<file path="src/rtl/rv32i_load_store_unit.sv">
// ============================================================================
// rv32i_load_store_unit : RV32I memory-stage load/store unit driving a
//   synchronous data RAM port. Optional macro: LSU_MISALIGN_SPLIT_EN.
// Revision: 1.0
// ============================================================================
`default_nettype none

module rv32i_load_store_unit #(
  parameter int unsigned MEM_BYTES = 4096
) (
  input  logic        clk,
  input  logic        reset,
  input  logic        req_valid,
  output logic        req_ready,
  input  logic        req_we,
  input  logic [1:0]  req_width,
  input  logic        req_sign,
  input  logic [31:0] req_addr,
  input  logic [31:0] req_wdata,
  output logic        resp_valid,
  output logic [31:0] resp_rdata,
  output logic        resp_err,
  output logic [31:0] d_addr,
  output logic        d_we,
  output logic [3:0]  d_be,
  output logic [31:0] d_wdata,
  input  logic [31:0] d_rdata
);

  typedef enum logic [1:0] {
    ST_IDLE    = 2'd0,
    ST_ACCESS0 = 2'd1,
`ifdef LSU_MISALIGN_SPLIT_EN
    ST_ACCESS1 = 2'd2,
`endif
    ST_RESP    = 2'd3
  } state_t;

  state_t      state_q, state_d;
  logic        we_q, we_d;
  logic [1:0]  width_q, width_d;
  logic        sign_q, sign_d;
  logic [1:0]  off_q, off_d;
  logic        err_q, err_d;
  logic        req_ready_q, req_ready_d;
  logic        resp_valid_q, resp_valid_d;
  logic        resp_err_q, resp_err_d;
  logic [31:0] d_addr_q, d_addr_d;
  logic        d_we_q, d_we_d;
  logic [3:0]  d_be_q, d_be_d;
  logic [31:0] d_wdata_q, d_wdata_d;
`ifdef LSU_MISALIGN_SPLIT_EN
  logic        split_q, split_d;
  logic [3:0]  be_hi_q, be_hi_d;
  logic [31:0] merge_q, merge_d;
`endif

  logic        w_accept;
  logic [3:0]  w_size_mask;
  logic [1:0]  w_size_m1;
  logic [32:0] w_last;
  logic        w_oob;
  logic        w_misalign;
  logic        w_err;
  logic [3:0]  w_be_lo;
  logic [31:0] w_wdata_m;
  logic [31:0] w_wdata_rot;
  logic [31:0] w_beat;
  logic [31:0] w_rot;
  logic [31:0] w_load;

  assign w_accept = req_valid && (state_q == ST_IDLE);

  always_comb begin
    w_size_mask = 4'b0000;
    w_size_m1   = 2'd0;
    case (req_width)
      2'd0:    begin w_size_mask = 4'b0001; w_size_m1 = 2'd0; end
      2'd1:    begin w_size_mask = 4'b0011; w_size_m1 = 2'd1; end
      2'd2:    begin w_size_mask = 4'b1111; w_size_m1 = 2'd3; end
      default: begin w_size_mask = 4'b0000; w_size_m1 = 2'd0; end
    endcase
  end

  // 33-bit sum so an access near the top of the address space cannot wrap.
  assign w_last = {1'b0, req_addr} + {31'd0, w_size_m1};
  assign w_oob  = (w_last >= 33'(MEM_BYTES));

`ifdef LSU_MISALIGN_SPLIT_EN
  logic [7:0] w_be_wide;
  logic [3:0] w_be_hi;
  assign w_be_wide  = {4'd0, w_size_mask} << req_addr[1:0];
  assign w_be_lo    = w_be_wide[3:0];
  assign w_be_hi    = w_be_wide[7:4];
  assign w_misalign = 1'b0;
`else
  assign w_be_lo    = w_size_mask << req_addr[1:0];
  assign w_misalign = ((req_width == 2'd1) && req_addr[0]) ||
                      ((req_width == 2'd2) && (req_addr[1:0] != 2'd0));
`endif

  assign w_err = (req_width == 2'd3) || w_misalign || w_oob;

  // Unused upper bytes are cleared before rotation so idle lanes carry zero.
  always_comb begin
    w_wdata_m = req_wdata;
    case (req_width)
      2'd0:    w_wdata_m = {24'd0, req_wdata[7:0]};
      2'd1:    w_wdata_m = {16'd0, req_wdata[15:0]};
      default: w_wdata_m = req_wdata;
    endcase
  end

  always_comb begin
    w_wdata_rot = w_wdata_m;
    case (req_addr[1:0])
      2'd0:    w_wdata_rot = w_wdata_m;
      2'd1:    w_wdata_rot = {w_wdata_m[23:0], w_wdata_m[31:24]};
      2'd2:    w_wdata_rot = {w_wdata_m[15:0], w_wdata_m[31:16]};
      default: w_wdata_rot = {w_wdata_m[7:0],  w_wdata_m[31:8]};
    endcase
  end

`ifdef LSU_MISALIGN_SPLIT_EN
  // Lanes at or above the offset came from the first word (held in merge_q).
  always_comb begin
    w_beat = d_rdata;
    if (split_q) begin
      for (int i = 0; i < 4; i++) begin
        if (2'(i) >= off_q) w_beat[8*i +: 8] = merge_q[8*i +: 8];
      end
    end
  end
`else
  assign w_beat = d_rdata;
`endif

  always_comb begin
    w_rot = w_beat;
    case (off_q)
      2'd0:    w_rot = w_beat;
      2'd1:    w_rot = {w_beat[7:0],  w_beat[31:8]};
      2'd2:    w_rot = {w_beat[15:0], w_beat[31:16]};
      default: w_rot = {w_beat[23:0], w_beat[31:24]};
    endcase
  end

  always_comb begin
    w_load = w_rot;
    case (width_q)
      2'd0:    w_load = {{24{sign_q & w_rot[7]}},  w_rot[7:0]};
      2'd1:    w_load = {{16{sign_q & w_rot[15]}}, w_rot[15:0]};
      default: w_load = w_rot;
    endcase
  end

  always_comb begin
    state_d      = state_q;
    we_d         = we_q;
    width_d      = width_q;
    sign_d       = sign_q;
    off_d        = off_q;
    err_d        = err_q;
    resp_valid_d = 1'b0;
    resp_err_d   = 1'b0;
    d_addr_d     = 32'd0;
    d_we_d       = 1'b0;
    d_be_d       = 4'd0;
    d_wdata_d    = 32'd0;
`ifdef LSU_MISALIGN_SPLIT_EN
    split_d      = split_q;
    be_hi_d      = be_hi_q;
    merge_d      = merge_q;
`endif
    case (state_q)
      ST_IDLE: begin
        if (w_accept) begin
          we_d    = req_we;
          width_d = req_width;
          sign_d  = req_sign;
          off_d   = req_addr[1:0];
          err_d   = w_err;
          if (w_err) begin
            state_d      = ST_RESP;
            resp_valid_d = 1'b1;
            resp_err_d   = 1'b1;
          end else begin
            state_d   = ST_ACCESS0;
            d_addr_d  = {req_addr[31:2], 2'b00};
            d_we_d    = req_we;
            d_be_d    = w_be_lo;
            d_wdata_d = w_wdata_rot;
`ifdef LSU_MISALIGN_SPLIT_EN
            split_d   = (w_be_hi != 4'd0);
            be_hi_d   = w_be_hi;
`endif
          end
        end
      end
      ST_ACCESS0: begin
`ifdef LSU_MISALIGN_SPLIT_EN
        if (split_q) begin
          state_d   = ST_ACCESS1;
          d_addr_d  = d_addr_q + 32'd4;
          d_we_d    = we_q;
          d_be_d    = be_hi_q;
          d_wdata_d = d_wdata_q;
        end else begin
          state_d      = ST_RESP;
          resp_valid_d = 1'b1;
        end
`else
        state_d      = ST_RESP;
        resp_valid_d = 1'b1;
`endif
      end
`ifdef LSU_MISALIGN_SPLIT_EN
      ST_ACCESS1: begin
        merge_d      = d_rdata;
        state_d      = ST_RESP;
        resp_valid_d = 1'b1;
      end
`endif
      ST_RESP: begin
        state_d = ST_IDLE;
      end
      default: begin
        state_d = ST_IDLE;
      end
    endcase
    req_ready_d = (state_d == ST_IDLE);
  end

  always_ff @(posedge clk or posedge reset) begin
    if (reset) begin
      state_q      <= ST_IDLE;
      we_q         <= 1'b0;
      width_q      <= 2'd0;
      sign_q       <= 1'b0;
      off_q        <= 2'd0;
      err_q        <= 1'b0;
      req_ready_q  <= 1'b1;
      resp_valid_q <= 1'b0;
      resp_err_q   <= 1'b0;
      d_addr_q     <= 32'd0;
      d_we_q       <= 1'b0;
      d_be_q       <= 4'd0;
      d_wdata_q    <= 32'd0;
`ifdef LSU_MISALIGN_SPLIT_EN
      split_q      <= 1'b0;
      be_hi_q      <= 4'd0;
      merge_q      <= 32'd0;
`endif
    end else begin
      state_q      <= state_d;
      we_q         <= we_d;
      width_q      <= width_d;
      sign_q       <= sign_d;
      off_q        <= off_d;
      err_q        <= err_d;
      req_ready_q  <= req_ready_d;
      resp_valid_q <= resp_valid_d;
      resp_err_q   <= resp_err_d;
      d_addr_q     <= d_addr_d;
      d_we_q       <= d_we_d;
      d_be_q       <= d_be_d;
      d_wdata_q    <= d_wdata_d;
`ifdef LSU_MISALIGN_SPLIT_EN
      split_q      <= split_d;
      be_hi_q      <= be_hi_d;
      merge_q      <= merge_d;
`endif
    end
  end

  // Read data arrives from the RAM during RESP, so the result is formed from it directly.
  assign resp_rdata = ((state_q == ST_RESP) && !err_q && !we_q) ? w_load : 32'd0;
  assign req_ready  = req_ready_q;
  assign resp_valid = resp_valid_q;
  assign resp_err   = resp_err_q;
  assign d_addr     = d_addr_q;
  assign d_we       = d_we_q;
  assign d_be       = d_be_q;
  assign d_wdata    = d_wdata_q;

endmodule

`default_nettype wire

</file>
<file path="config.mk">
export PLATFORM = sky130hd
export DESIGN_NAME = rv32i_load_store_unit
export DESIGN_NICKNAME = d
export VERILOG_FILES = /design/src/rtl/rv32i_load_store_unit.sv
export SDC_FILE = /design/constraint.sdc
export NUM_CORES = 1
export LEC_CHECK = 0
export CORE_MARGIN = 10
export CORE_UTILIZATION = 44
export DETAILED_ROUTE_END_ITERATION = 12
export GPL_TIMING_DRIVEN = 1
export PLACE_DENSITY = 0.79
export SLEW_MARGIN = 5
export SYNTH_ARGS = -nofsm -noshare
export SYNTH_HDL_FRONTEND = slang
export SYNTH_SLANG_ARGS = --single-unit
</file>
<file path="constraint.sdc">
create_clock -name clk -period 3.2 [get_ports clk]
set_input_delay 0.64 -clock clk [delete_from_list [all_inputs] [get_ports clk]]
set_output_delay 0.64 -clock clk [all_outputs]
set_load 0.1 [all_outputs]
</file>
Word-level counts from Yosys, hierarchy flattened
Index checks and enable logic that the tools add are counted.

Output and inout bits: 104. Flip-flop bits (word level): 81.

$lt $le $gt $ge: 1. Equality and inequality tests: 10. Shift operators: 1. Bitwise operators: 2. $add $sub $neg: 1. Mux-type cells: 26. Reduce and logical (&&, ||, !) cells: 18.

Operators with widths (count): 2-to-1 mux 32 bit (7); one-hot mux 32 bit (3 select lines) (2); one-hot mux 32 bit (2 select lines) (2); adder 32 x 2 -> 33 bit (1); >= comparator 33 x 13 -> 1 bit (second input constant) (1); logical NOT 2 bit (6); 2-to-1 mux 4 bit (3); one-hot mux 4 bit (3 select lines) (1); == test 2 x 1 -> 1 bit (second input constant) (5); == test 2 bit (second input constant) (5); one-hot mux 2 bit (2 select lines) (2); 2-to-1 mux 1 bit (6); logical AND 1 bit (5); 2-to-1 mux 2 bit (2); << shifter 4 x 2 -> 4 bit (1); logical OR 1 bit (3); AND 1 bit (2); logical NOT 1 bit (2); one-hot mux 1 bit (2 select lines) (1); AND reduction 2 bit (1); nonzero test 2 bit (1).

Logic depth before layout (Yosys ltp)
Depth after elaboration: 9. Depth in mapped cells: 13. Mapped depth without buffers: 11.

Worst setup path before layout
OpenSTA, ideal clock, no wires.

Kind: input -> output. Start: input port d_rdata[15]. End: output port resp_rdata[21]. Slack: -0.719 ns. Stages: 9. Arrival: 3.279 ns. Path through: mux2_2 > nor2_1 > a21oi_1 > mux2_2 > a21oi_1 > or2_2 > clkbuf_1 > clkbuf_1 > a21oi_1.

Longest elaborated chain between the ends: 4. Elaborated cells on any way between the ends: 5.

Ends and longest elaborated chain: from (decl) (RTL line 27) `input logic [31:0] d_rdata`; one-hot mux 32 bit (3 select lines) (*) (RTL line 140) `case (off_q)`; AND 1 bit, on equally long branches (RTL line 152, 151); one-hot mux 32 bit (2 select lines) (*) (RTL line 150) `case (width_q)`; 2-to-1 mux 32 bit (*) (RTL line 277) `assign resp_rdata = ((state_q == ST_RESP) && !err_q && !we_q) ? w_load : 32'd0;`; to (decl) (RTL line 21) `output logic [31:0] resp_rdata,`.

Mark *: on every way between the ends. The rest lies on a longest branch, timed or not.

Worst setup path after layout
Start: input port d_rdata[31]. End: output port resp_rdata[31].

Same word-level chain as after synthesis.

==> flow_summary.ini <==
[worst_setup_path]
path_class = in -> out
path_delay_family = multiplexers
crit_chain = dlygate4sd2_1 -> mux4_2 -> mux2_2 -> a21oi_2 -> or2_4 -> buf_4 -> buf_12 -> a21oi_2 -> buf_12
cpPeakStageDelay_ns = 0.48
r2r_cells = 5
crit_slowest_cell = mux4_2
start_kind = primary input
critPathBufInv = 4
path_max_fanout = 8
r2r_slack_ns = 1.71
crit_required_ns = 2.56
worst_setup_path_end_kind = primary output
r2r_start = state_q[0]$_DFF_PP0_
arrival_ns = 2.53
worst_r2r_endpoint = d_wdata[18]$_DFF_PP0_

[detailed_routing]
ant_nets = 0
detail_route.first_pass.iterations = 6
drcViolationCount = 0
drt_wl_total_um = 18800
vias = 5289
viasPerCell = 5.68
drtIter0Drc = 589
wire_per_inst_um = 20.2

[power_and_ir_drop]
ir_worst_vdd_v = 0.000354
powerDensity_nw_per_um2 = 458
power_leakage_nw = 3.75
p_total_w = 0.00394

[worst_hold_path]
min-delay-start = err_q$_DFFE_PP0P_
hold_end = err_q$_DFFE_PP0P_
worstHoldPathCells = 1
hp-class = reg -> reg

[layout]
nets = 894
area_growth_pct = 69.7
antennaDiodeCount = 0
layout-drive-gt1-share_pct = 38.6
instances_no_fill = 931

[timing]
slew_headroom_pct = 47.4
fin_crit_ns = 3.17
max_freq_ghz = 0.315
fin_crit_sh_pct = 99.2
finalMaxSlewViolations = 0
finalHoldViolCount = 0
tightest_slew_ns = 0.788
timing.hold.ws_ns = 0.500
fin_ws_ns = 0.0268
finalSetupViolations = 0
setup-tns-final_ns = 0
clock_skew_ns = 0.00775

[floorplan]
start_util_pct = 44.7
rows = 39
fp.dieH_um = 127
io_pins = 207
dieArea_um2 = 16200
chipWidth_um = 127
core_um2 = 11300

[synth]
ys_seq_area_share_pct = 39.1
netlist_area_um2 = 5060
yosys_warnings = 0
synth-adder-area-share_pct = 2.13
synth_area_leaders = dfrtp_1, mux4_2, a21oi_1, nor2_1, a211oi_1
syn-instance-count = 520
synth_flop_cell = dfrtp_1
ys_top_cells_by_count = dfrtp_1, nor2_1, nand2_1
syn_avg_cell_area_um2 = 9.74
ys_seq_elements = 79
postSynth.asyncResetShare_pct = 100
yosys.area.top_type_share_pct = 38.5
synth_top_family_by_area = simple AND/OR/NAND/NOR gates
synth_mux_area_share_pct = 15.9
synth_edf_count = 0
synth_cell_type_count = 60
synth.most_common_cell = dfrtp_1
synth_xor_area_share_pct = 0.346
synth_top_area_cell = dfrtp_1
synth-compound-area-share_pct = 17.1
synthSimpleGateAreaFrac_pct = 19.4

[grt]
overflow = 0
antenna_found_initial = 0
grt_pass1_wl_um = 29700
grt_pass1_vias = 5430
grt_start_max_net_pins = 71
grt_util_all_layers_pct = 22.4

[clock_network]
cts_hold_buf = 0
clkLatencyLatePin_ns = 0.34
htree_levels = 3
clkSinkCount = 79
root_buffer = clkbuf_16
cts_buffers = 9
clk_pin_slew_ns = 0.07
cts_tree = done
clockBufferDepth = 2

[placed_design]
io_buffers = 204
hpwl_um = 14300
place_ws_ns = -0.707
gp_congestion = 0.906
place_inst = 905

[status]
status = completed

[run]
drv_cap = 0
[final cells by class]
type	instances	area [um2]
inverters	35	133
clock buffers	9	225
well taps	143	179
fillers	793	2730
multi-input cells	386	3230
repair buffers	272	2780
clock inverters	7	68.8
flip-flops and latches	79	1980
[layer usage]
layer	vias to the layer above	part of all wire [%]	GRT usage [%]
met5	-	0	0
met4	0	1.2	5.36
li1	2423	-	-
met1	2590	39	27.6
met3	22	8.5	5.79
met2	254	51	38.4
[report_power, final]
group / internal, W / total [W] / switching (W)
sequential: 0.00108 / 0.00118 / 0.0000933
combinational: 0.000767 / 0.00175 / 0.000980
clock: 0.000552 / 0.00101 / 0.000462
total: 0.00240 / 0.00394 / 0.00153
[worst max-delay path by stage]
| stage | cells after the start | to | start | slack (ns) |
|---|---|---|---|---|
| 2_1_floorplan | 6 | resp_rdata[18] | off_q[0]$_DFFE_PP0P_ | -0.54 |
| 3_3_place_gp | 14 | d_wdata[25]$_DFF_PP0_ | req_width[0] | -0.48 |
| 3_5_place_dp | 13 | d_wdata[25]$_DFF_PP0_ | req_width[0] | -0.71 |
| 4_1_cts | 9 | resp_rdata[31] | d_rdata[31] | 0.06 |
| 5_1_grt | 15 | d_wdata[18]$_DFF_PP0_ | req_width[0] | -0.004 |
| 6_report | 9 | resp_rdata[31] | d_rdata[31] | 0.03 |
[cells by family (layout without fill, tap and decap cells)]
| family | Yosys count | in the layout |
|---|---|---|
| simple gates | 192 | 192 |
| mux | 41 | 41 |
| other cells | 1 | 21 |
| xor+xnor | 2 | 2 |
| flops | 79 | 79 |
| compound gates | 122 | 122 |
| buf+inv | 75 | 323 |
| fa+ha+maj | 8 | 8 |
[per-stage QoR]
stage	util [%]	cell area, um2
final	75.9	8590
after CTS	75.1	8500
after global placement	70.4	7970
after floorplan	-	5300
after detailed placement	70.4	7970
after global routing	75.9	8590
[registers in the layout, summed over array words and instances (netlist names)]
| name | flops |
|---|---|
| d_we | 1 |
| resp_err | 1 |
| we_q | 1 |
| d_wdata | 32 |
| state_q | 2 |
| err_q | 1 |
| d_be | 4 |
| width_q | 2 |
| req_ready | 1 |
| resp_valid | 1 |
| d_addr | 30 |
| sign_q | 1 |
| off_q | 2 |
[layout by cell type, fill, tap and decap left out, types with 12 or more instances in the layout]
master,synthesis,layout
nand2_1,43,43
a211oi_1,25,23
buf_12,0,36
dfrtp_1,78,78
mux4_2,31,31
clkdlybuf4s50_1,0,95
buf_4,4,131
a21oi_2,0,12
nand3_1,22,22
a21oi_1,42,15
inv_1,35,32
a21oi_4,0,15
conb_1,1,21
nor2_1,54,52
[repair_timing]
| item | CTS | global route |
|---|---|---|
| gates resized for setup | 35 | 13 |
| buffers inserted | 5 | 3 |
| pin swaps | 7 | 11 |
| endpoints found under the setup margin | 66 | 42 |
| cloned | 2 | 0 |
(Power assumes the default switching activity.)
